<file path="src/rtl/uart_receiver.sv">
`default_nettype none
// uart_receiver: 8N1 UART receive stage with a 2-flop input synchroniser, mid-bit start
// validation, LSB-first centre sampling, stop-bit check and one-cycle valid/frame_err strobes.
module uart_receiver #(
  parameter int CLK_FREQ  = 50_000_000,
  parameter int BAUD_RATE = 115200
) (
  input  logic       clk,
  input  logic       rst,
  input  logic       rx,
  output logic [7:0] data,
  output logic       valid,
  output logic       frame_err,
  output logic       busy
);
  localparam int CLKS_PER_BIT = CLK_FREQ / BAUD_RATE;
  localparam int HALF_BIT     = CLKS_PER_BIT / 2;
  localparam int CNT_W        = $clog2(CLKS_PER_BIT);
  localparam logic [CNT_W-1:0] HALF_LAST = CNT_W'(HALF_BIT - 1);
  localparam logic [CNT_W-1:0] BIT_LAST  = CNT_W'(CLKS_PER_BIT - 1);

  typedef enum logic [1:0] {
    IDLE  = 2'd0,
    START = 2'd1,
    DATA  = 2'd2,
    STOP  = 2'd3
  } state_t;

  state_t             state;
  logic               rx_meta;
  logic               rx_s;
  logic               armed;
  logic [CNT_W-1:0]   clk_cnt;
  logic [2:0]         bit_idx;
  logic [7:0]         shift;

  // Sync flops reset to the idle (high) line level so reset release never looks like a start edge.
  always_ff @(posedge clk or posedge rst) begin
    if (rst) begin
      rx_meta <= 1'b1;
      rx_s    <= 1'b1;
    end else begin
      rx_meta <= rx;
      rx_s    <= rx_meta;
    end
  end

  always_ff @(posedge clk or posedge rst) begin
    if (rst) begin
      state     <= IDLE;
      armed     <= 1'b0;
      clk_cnt   <= '0;
      bit_idx   <= '0;
      shift     <= '0;
      data      <= 8'h00;
      valid     <= 1'b0;
      frame_err <= 1'b0;
      busy      <= 1'b0;
    end else begin
      valid     <= 1'b0;
      frame_err <= 1'b0;
      case (state)
        IDLE: begin
          clk_cnt <= '0;
          // A start edge is only honoured once the line has been seen idle, so a break after
          // a framing error cannot retrigger reception.
          if (rx_s) begin
            armed <= 1'b1;
          end else if (armed) begin
            state <= START;
            busy  <= 1'b1;
          end
        end
        START: begin
          if (clk_cnt == HALF_LAST) begin
            clk_cnt <= '0;
            if (!rx_s) begin
              state   <= DATA;
              bit_idx <= '0;
            end else begin
              state <= IDLE;
              busy  <= 1'b0;
            end
          end else begin
            clk_cnt <= clk_cnt + 1'b1;
          end
        end
        DATA: begin
          if (clk_cnt == BIT_LAST) begin
            clk_cnt <= '0;
            shift   <= {rx_s, shift[7:1]};
            bit_idx <= bit_idx + 1'b1;
            if (bit_idx == 3'd7) state <= STOP;
          end else begin
            clk_cnt <= clk_cnt + 1'b1;
          end
        end
        STOP: begin
          if (clk_cnt == BIT_LAST) begin
            clk_cnt <= '0;
            state   <= IDLE;
            busy    <= 1'b0;
            if (rx_s) begin
              data  <= shift;
              valid <= 1'b1;
            end else begin
              frame_err <= 1'b1;
              armed     <= 1'b0;
            end
          end else begin
            clk_cnt <= clk_cnt + 1'b1;
          end
        end
        default: begin
          state <= IDLE;
          busy  <= 1'b0;
        end
      endcase
    end
  end
endmodule
`default_nettype wire

</file>
<file path="config.mk">
export PLATFORM = sky130hd
export DESIGN_NAME = uart_receiver
export DESIGN_NICKNAME = d
export VERILOG_FILES = /design/src/rtl/uart_receiver.sv
export SDC_FILE = /design/constraint.sdc
export NUM_CORES = 1
export LEC_CHECK = 0
export CORE_ASPECT_RATIO = 0.9
export CORE_MARGIN = 3
export CORE_UTILIZATION = 60
export CTS_BUF_LIST = sky130_fd_sc_hd__clkbuf_16
export CTS_CLUSTER_SIZE = 12
export DETAILED_ROUTE_END_ITERATION = 10
export GPL_TIMING_DRIVEN = 0
export PLACE_DENSITY = 0.94
export SETUP_SLACK_MARGIN = 0.1
export SLEW_MARGIN = 10
export SYNTH_ARGS = -nofsm -noshare
export SYNTH_HDL_FRONTEND = slang
export SYNTH_SLANG_ARGS = --single-unit
</file>
<file path="constraint.sdc">
create_clock -name clk -period 5.5 [get_ports clk]
set_input_delay 0.55 -clock clk [delete_from_list [all_inputs] [get_ports clk]]
set_output_delay 0.55 -clock clk [all_outputs]
set_load 0.02 [all_outputs]
</file>
== Word level (Yosys, flattened, before mapping) ==
Cells that the tools add are included.

* Add/subtract/negate cells: 2
* Eq/ne operators: 16
* Multiplexer cells: 31
* Reduce and logical (&&, ||, !) cells: 11

{| class="wikitable"
|+ Operators by type and width
! operator !! number
|-
| $pmux 9 s3 || 1
|-
| $ne 2x2->1 const B || 10
|-
| $mux 9 || 2
|-
| $mux 1 || 14
|-
| $mux 2 || 7
|-
| $reduce_and 6->1 || 2
|-
| $add 9x1->9 const B || 1
|-
| $eq 9x8->1 const B || 1
|-
| $eq 9x9->1 const B || 1
|-
| $mux 3 || 3
|-
| $pmux 2 s4 || 1
|-
| $reduce_and 4->1 || 2
|-
| $pmux 3 s2 || 1
|-
| $eq 2x2->1 const B || 2
|-
| $reduce_bool 2->1 || 2
|-
| $add 3x1->3 const B || 1
|-
| $eq 3x3->1 const B || 1
|-
| $pmux 1 s3 || 1
|-
| $reduce_and 3->1 || 1
|-
| $reduce_bool 3->1 || 1
|-
| $eq 2x1->1 const B || 1
|-
| $logic_not 2->1 || 1
|-
| $pmux 1 s2 || 1
|-
| $reduce_and 2->1 || 1
|-
| $reduce_or 2->1 || 1
|}

* Flip-flop bits (word level): 36
* Input bits: 3
* Output and inout port bits: 11
* Word-level logic and storage cells: 71

== Longest topological paths before layout ==
Gate-level depths: netlist of the first run.

* Depth in word-level cells: 4
* Gate-level depth with buffers: 7
* Depth with buffers taken out: 6

== Worst setup path before layout of the first run ==
OpenSTA, ideal clock, no wires.

* Path kind: register to register
* Start: register clk_cnt[1]
* End: register data[0]
* Library setup time: 0.125 ns
* Arrival: 1.675 ns
* Data required time: 5.375 ns
* Setup slack: 3.700 ns
* Cell stages (with the launch flop): 8
* Buffers on the path: 1
* Clock period less this slack: 1.800 ns
* Cell sequence: dfrtp_1 -> inv_1 -> ha_1 -> and4bb_2 -> nand3_2 -> or3_1 -> buf_6 -> mux2_4

* Word-level cells in the longest chain between the ends: 2

{| class="wikitable"
|+ Ends and longest elaborated chain
! element !! line !! text
|-
| start, declared || 33 || <nowiki>logic [CNT_W-1:0] clk_cnt;</nowiki>
|-
| start signal, assigned || 85 || <nowiki>clk_cnt <= clk_cnt + 1'b1;</nowiki>
|-
| start signal, assigned || 95 || <nowiki>clk_cnt <= clk_cnt + 1'b1;</nowiki>
|-
| start signal, assigned || 111 || <nowiki>clk_cnt <= clk_cnt + 1'b1;</nowiki>
|-
| $eq 9x9->1 || 99 || <nowiki>if (clk_cnt == BIT_LAST) begin</nowiki>
|-
| $reduce_and 3->1 (no source line) || - ||
|-
| end signal, assigned || 104 || <nowiki>data <= shift;</nowiki>
|-
| end, declared || 11 || <nowiki>output logic [7:0] data,</nowiki>
|}

Every way passes these cells.
A chain may end at the register's enable or synchronous reset.

== Worst setup path in the final report of the first run ==
* Start: register clk_cnt[1]
* End: register data[4]

Same word-level chain as after synthesis.

==> reports/results.txt, run 1 <==
Status = finished, final reports clean
Post-synth EDFFs = 0
Synth unique cells = 37
Sw Ratio = 24.39%
Port Buf Inserts = 13
Die Width = 60.46 um
Initial antenna violation count = 0
Psw = 0.1544 mW
Area share of the largest cell type after synthesis = 53.13%
Row Count = 17
Gr usage total = 20.01%
Clock Tree Buf Depth = 2
Final wirelength = 2887 um
Part of the power in combinational logic = 10.8%
Synth top cells by count = 34 x dfrtp_1, 11 x nor2_1, 9 x mux2_2
Dpl hpwl = 2050 um
Ys async rst share = 100.0%
RSZ-0062 raised after global routing = no
Cell-internal power = 0.4785 mW
R2R cell count = 7
Routed vias/inst = 5.777
Setup TNS = 0 ns
Worst hold path depth = 0
Seq pwr share = 49.3%
Hold buffers post-CTS = 0
Crit path required time = 5.65 ns
PwrDens = 332.6 mW/mm2
Layout cell share with drive strength beyond 1 = 23.13%
Vias in the first global route = 983
Synth top area cells = dfrtp_1 53%, mux2_4 7.5%, mux2_2 6.3%
Critical path endpoint category = register
CP arrival = 2.14 ns
Post-route ant nets = 0
Router iterations before antenna repair = 4
N_diodes = 0
Routed len/inst = 16.50 um
Multi-input logic area = 648.1 um2
GRT overflow = 0
Worst-margin pin slew = 0.7046 ns
Tcrit/Tclk final = 36.17%
Die Area = 0.003326 mm2
Sequential cell area = 903.4 um2
Height of the chip = 55.02 um
Syn. warnings = 0
Final Max Slew Viols = 0
Synth-to-layout area growth = 18.83%
Initial DRC Count = 35
Final Skew = 0.005786 ns
Nets = 154
Max capacitance violation total = 0
Io pins = 14
First-pass GRT wire length = 4560 um
Setup Fix Bufs, Post-CTS = 0
CTS tree = yes
Clock network fraction of design power = 40.0%
Count of state elements after synthesis = 36
Total CTS buffers = 5
Max VDD drop = 399.8 uV
Clock latency on the worst-skew pair = 0.28 ns
Vias post-DR = 1,011
Hold Crit Class = register to register
Clock root cell = clkbuf_16
Remaining DRCs = 0
Clock net sink count = 36
Fmax = 502.7 MHz
Syn_nets = 134
Post-layout min period = 1.989 ns
Headroom to the max-slew limit = 52.95%
Synth Flop Type = dfrtp_1
Synthesized area per cell = 12.71 um2
WS Path Type = register to register
Final Setup Violations = 0
Critical Path Start Type = register
CTS H-tree lvls = 2
Largest net degree at the start of global routing = 37
Final core utilization = 76.47%
Core ar. = 0.002489 mm2
Leakage = 0.9290 nW
Seq/Total Area, Yosys = 56.41%
Synth area leader = dfrtp_1
Reg clk slew, reported paths = 0.05 ns
Fill cells = 154
Hold Vio Cnt, Final = 0
Worst-path maximum fanout = 9
Initial core utilization = 64.35%
Resized cells post-CTS = 0
Routability-driven placement congestion ratio = 0.7325
Gate Count Post-Synth = 126
Most numerous cell in the Yosys netlist = dfrtp_1
Post-synthesis cell area = 0.001602 mm2
metal layers:
layer | GRT usage (%) | part of all wire, % | up-vias
met3 | 9.049 | 4.6 | 3
met4 | 5.415 | 0.94 | 0
li1 | - | - | 476
met5 | 0 | 0 | -
met2 | 33.63 | 51 | 27
met1 | 23.47 | 44 | 505
sequential cells by signal (all words and copies together), names as in the netlist, named ones only:
name / cells
valid: 1
frame_err: 1
rx_s: 1
busy: 1
bit_idx: 3
armed: 1
data: 8
state: 1
shift: 8
rx_meta: 1
clk_cnt: 9
layout make-up:
type	count	share of cell area, %
plain buffers	3	1.249
multi-input cells	80	34.06
well taps	28	1.841
clock buffers	5	6.575
inverters	7	1.381
clock inverters	3	0.5917
flip-flops and latches	36	47.47
repair buffers	13	6.838
path summary, 6_finish.rpt:
path / from / end / slack (ns)
min in group asynchronous: rst / shift[6]$_DFFE_PP0P_ / 0.71
worst max register to register: clk_cnt[1]$_DFF_PP0_ / data[4]$_DFFE_PP0P_ / 3.51
max in group asynchronous: rst / asynchronous set/reset pin / 4.33
worst max-delay path: clk_cnt[1]$_DFF_PP0_ / data[4]$_DFFE_PP0P_ / 3.51
worst min register to register: rx_meta$_DFF_PP1_ / rx_s$_DFF_PP1_ / 0.36
worst min-delay path: rx_meta$_DFF_PP1_ / rx_s$_DFF_PP1_ / 0.36
power by group through the flow:
stage / registers (mW) / clock network, mW / logic, mW
floorplan: 0.309 / 0 / 0.0522
global placement: 0.313 / 0 / 0.0611
detailed placement: 0.315 / 0 / 0.0682
CTS: 0.311 / 0.261 / 0.0690
global route: 0.315 / 0.274 / 0.0765
finish: 0.312 / 0.253 / 0.0681
worst max-delay path: stages, from the launching register on:
cell and delay, ns:
dfrtp_1 0.39, inv_1 0.09, ha_1 0.16, and4bb_2 0.29, nand3_2 0.11, or3_1 0.34, buf_6 0.17, mux2_4 0.31
stage by stage:
stage / area, um2 / power (mW) / hold WS, ns / setup WS, ns / std cells
finish: 1903 / 0.6329 / 0.3588 / 3.511 / 175
detailed placement: 1767 / 0.3837 / 0.3545 / 3.406 / 167
floorplan: 1602 / 0.3610 / 0.3452 / 3.700 / 126
global route: 1903 / 0.6656 / 0.3584 / 3.409 / 175
global placement: 1767 / 0.3741 / 0.3457 / 3.461 / 167
CTS: 1903 / 0.6407 / 0.3584 / 3.513 / 175
cells by family after synthesis:
group | after synthesis | share of synthesized area, %
compound gates | 14 | 6.095
xor+xnor | 7 | 3.828
fa+ha+maj | 5 | 3.906
buf+inv | 10 | 3.125
flops | 36 | 56.41
mux | 17 | 13.83
simple gates | 37 | 12.81
layout by cell type, fill, tap and decap left out, drive strengths merged:
| master | netlist | routed |
|---|---|---|
| dfrtp | 34 | 34 |
| mux2 | 17 | 17 |
| clkdlybuf4s50 | 0 | 13 |
| nor2 | 11 | 11 |
| inv | 7 | 9 |
| nand2 | 6 | 6 |
| xnor2 | 5 | 5 |
| ha | 5 | 5 |
| clkbuf | 0 | 5 |
| a21oi | 4 | 4 |
| nand3 | 4 | 4 |
| nor3 | 3 | 3 |
| buf | 3 | 3 |
| and3 | 2 | 2 |
| o21ai | 2 | 2 |
| xor2 | 2 | 2 |
| a22o | 2 | 2 |
| dfstp | 2 | 2 |
| a31oi | 2 | 2 |
| and4b | 1 | 1 |
| and4bb | 1 | 1 |
| or3 | 1 | 1 |
| and2 | 1 | 1 |
| nand4b | 1 | 1 |
| nand4bb | 1 | 1 |
| nand2b | 1 | 1 |
| nor4 | 1 | 1 |
| a21o | 1 | 1 |
| or2 | 1 | 1 |
| o311ai | 1 | 1 |
| nand4 | 1 | 1 |
| a21boi | 1 | 1 |
| a211oi | 1 | 1 |
| nor2b | 1 | 1 |
| clkinv | 0 | 1 |
Power figures use the tool's default switching activity.
==> run 2, diff against run 1 <==
Settings changed: CORE_UTILIZATION 60 to 56, PLACE_DENSITY 0.94 to 0.9.
Clock period 5.5 ns to 2 ns, I/O delays scaled along.
==> reports/results.txt, run 2 (same netlist as run 1, synthesis figures left out) <==
Height of the chip = 56.74 um
Metal-1 WL = 1367 um
Leakage = 0.9569 nW
Clock net sink count = 36
Clock latency on the worst-skew pair = 0.28 ns
Clock Tree Buf Depth = 2
Crit path required time = 2.16 ns
Core ar. = 0.002595 mm2
Fill cells = 171
CP top delay family = simple AND/OR/NAND/NOR gates
Crit-path cells = inv_2 -> ha_1 -> and4bb_2 -> nand3_2 -> or3_4 -> buf_6 -> mux2_4
Final Setup Violations = 0
Final wirelength = 3126 um
Largest register FFs = 9
Max capacitance violation total = 0
Critical Path Start Type = register
Fmax = 536.8 MHz
DP Cell Count = 177
Pwr Total = 1.789 mW
CTS tree = yes
Nets = 159
Vias in the first global route = 1,113
Hold buffers post-CTS = 0
Io pins = 14
Initial core utilization = 61.72%
WS Path Type = register to register
Slowest stage delay, CP = 0.38 ns
Met2 Routed Length = 1562 um
Post-route ant nets = 0
Critical path endpoint category = register
Port Buf Inserts = 13
Routability-driven placement congestion ratio = 0.8174
Hold Crit Class = input port to register
Commonest non-fill, non-tap cell in the layout = dfrtp_1
Row Count = 17
RSZ-0062 raised after global routing = yes
Die Area = 0.003539 mm2
Post-layout min period = 1.863 ns
Buf/Inv on CP = 2
Synth-to-layout area growth = 23.05%
Largest net degree at the start of global routing = 37
Initial DRC Count = 40
Total CTS buffers = 5
DR top layer = met4
Reg clk slew, reported paths = 0.05 ns
GRT overflow = 0
Vias post-DR = 1,042
PwrDens = 908.1 mW/mm2
Most flop-heavy register = clk_cnt
Largest regs = clk_cnt: 9 flops, data: 8 flops, shift: 8 flops
WL met3 = 138 um
Final Skew = 0.006436 ns
Hold Vio Cnt, Final = 0
Tcrit/Tclk final = 93.14%
Max VDD drop = 757.1 uV
Worst-margin pin slew = 0.7059 ns
Die Width = 62.37 um
CTS H-tree lvls = 2
Finished Layout Cells = 190
Clock root cell = clkbuf_16
Status = finished, final reports clean
Setup TNS = 0 ns
N_diodes = 0
Routed len/inst = 16.45 um
Final Max Slew Viols = 0
Flop-to-flop setup slack = 0.14 ns
Layout cell share with drive strength beyond 1 = 26.97%
CP max stage cell = dfrtp_1
Headroom to the max-slew limit = 52.87%
Gr usage total = 20.06%
Router iterations before antenna repair = 4
Routed vias/inst = 5.484
Remaining DRCs = 0
CP arrival = 2.02 ns
First-pass GRT wire length = 5271 um
Worst-path maximum fanout = 5
Commonest non-fill, non-tap cells in the layout = 34 x dfrtp_1, 13 x clkdlybuf4s50_1, 11 x nor2_1, 9 x mux2_2, 8 x mux2_4
Dpl hpwl = 1962 um
Initial antenna violation count = 0
## run 2: changes by cell type in the layout (fill, tap and decap cells not counted), sizes merged
cell,before,now
buf,3,8
## run 2: path summary, 6_finish.rpt
path	from	depth (start not counted)	end
max in group asynchronous	rst	2	armed$_DFFE_PP0P_
worst max register to register	clk_cnt[1]$_DFF_PP0_	7	data[3]$_DFFE_PP0P_
worst min-delay path	rx	1	rx_meta$_DFF_PP1_
min in group asynchronous	rst	2	clk_cnt[0]$_DFF_PP0_
worst max-delay path	clk_cnt[1]$_DFF_PP0_	7	data[3]$_DFFE_PP0P_
worst min register to register	rx_meta$_DFF_PP1_	0	rx_s$_DFF_PP1_
## run 2: report_power, final
part | switching, mW | total (mW) | internal, mW
registers | 0.0688 | 0.856 | 0.787
logic | 0.112 | 0.222 | 0.109
clock network | 0.266 | 0.712 | 0.447
## run 2: cell type report
cell class                      count  area (um2)  share of cell area, %
Clock inverter                      3       11.26                 0.5714
Sequential cell                    36       903.4                  45.84
Multi-Input combinational cell     80       661.9                  33.59
Inverter                            7       26.28                  1.333
Tap cell                           38       47.55                  2.413
Timing Repair Buffer               18       171.4                  8.698
Buffer                              3       23.77                  1.206
Clock buffer                        5       125.1                  6.349
## run 2: layer usage
layer	track usage (%)	vias to the layer above
li1	-	486
met5	0	-
met4	8.176	0
met2	34.05	23
met1	22.89	527
met3	7.600	6
## run 2: per-stage QoR
stage | hold WS [ns] | worst slack, ns | util, % | instance area (um2)
after CTS | 0.3373 | 0.1041 | 74.11 | 1923
after detailed placement | 0.3532 | 0.07492 | 68.56 | 1779
after global routing | 0.3548 | 0.07132 | 75.94 | 1971
final | 0.3393 | 0.1372 | 75.94 | 1971
after floorplan | 0.2045 | 0.1998 | - | 1602
after global placement | 0.3458 | 0.1260 | 68.56 | 1779
## run 2: timing repair
action,in CTS,in global routing
setup endpoints to repair,8,24
setup buffers,1,3
resized for setup,0,6
pin swaps,0,0
cloned,0,1
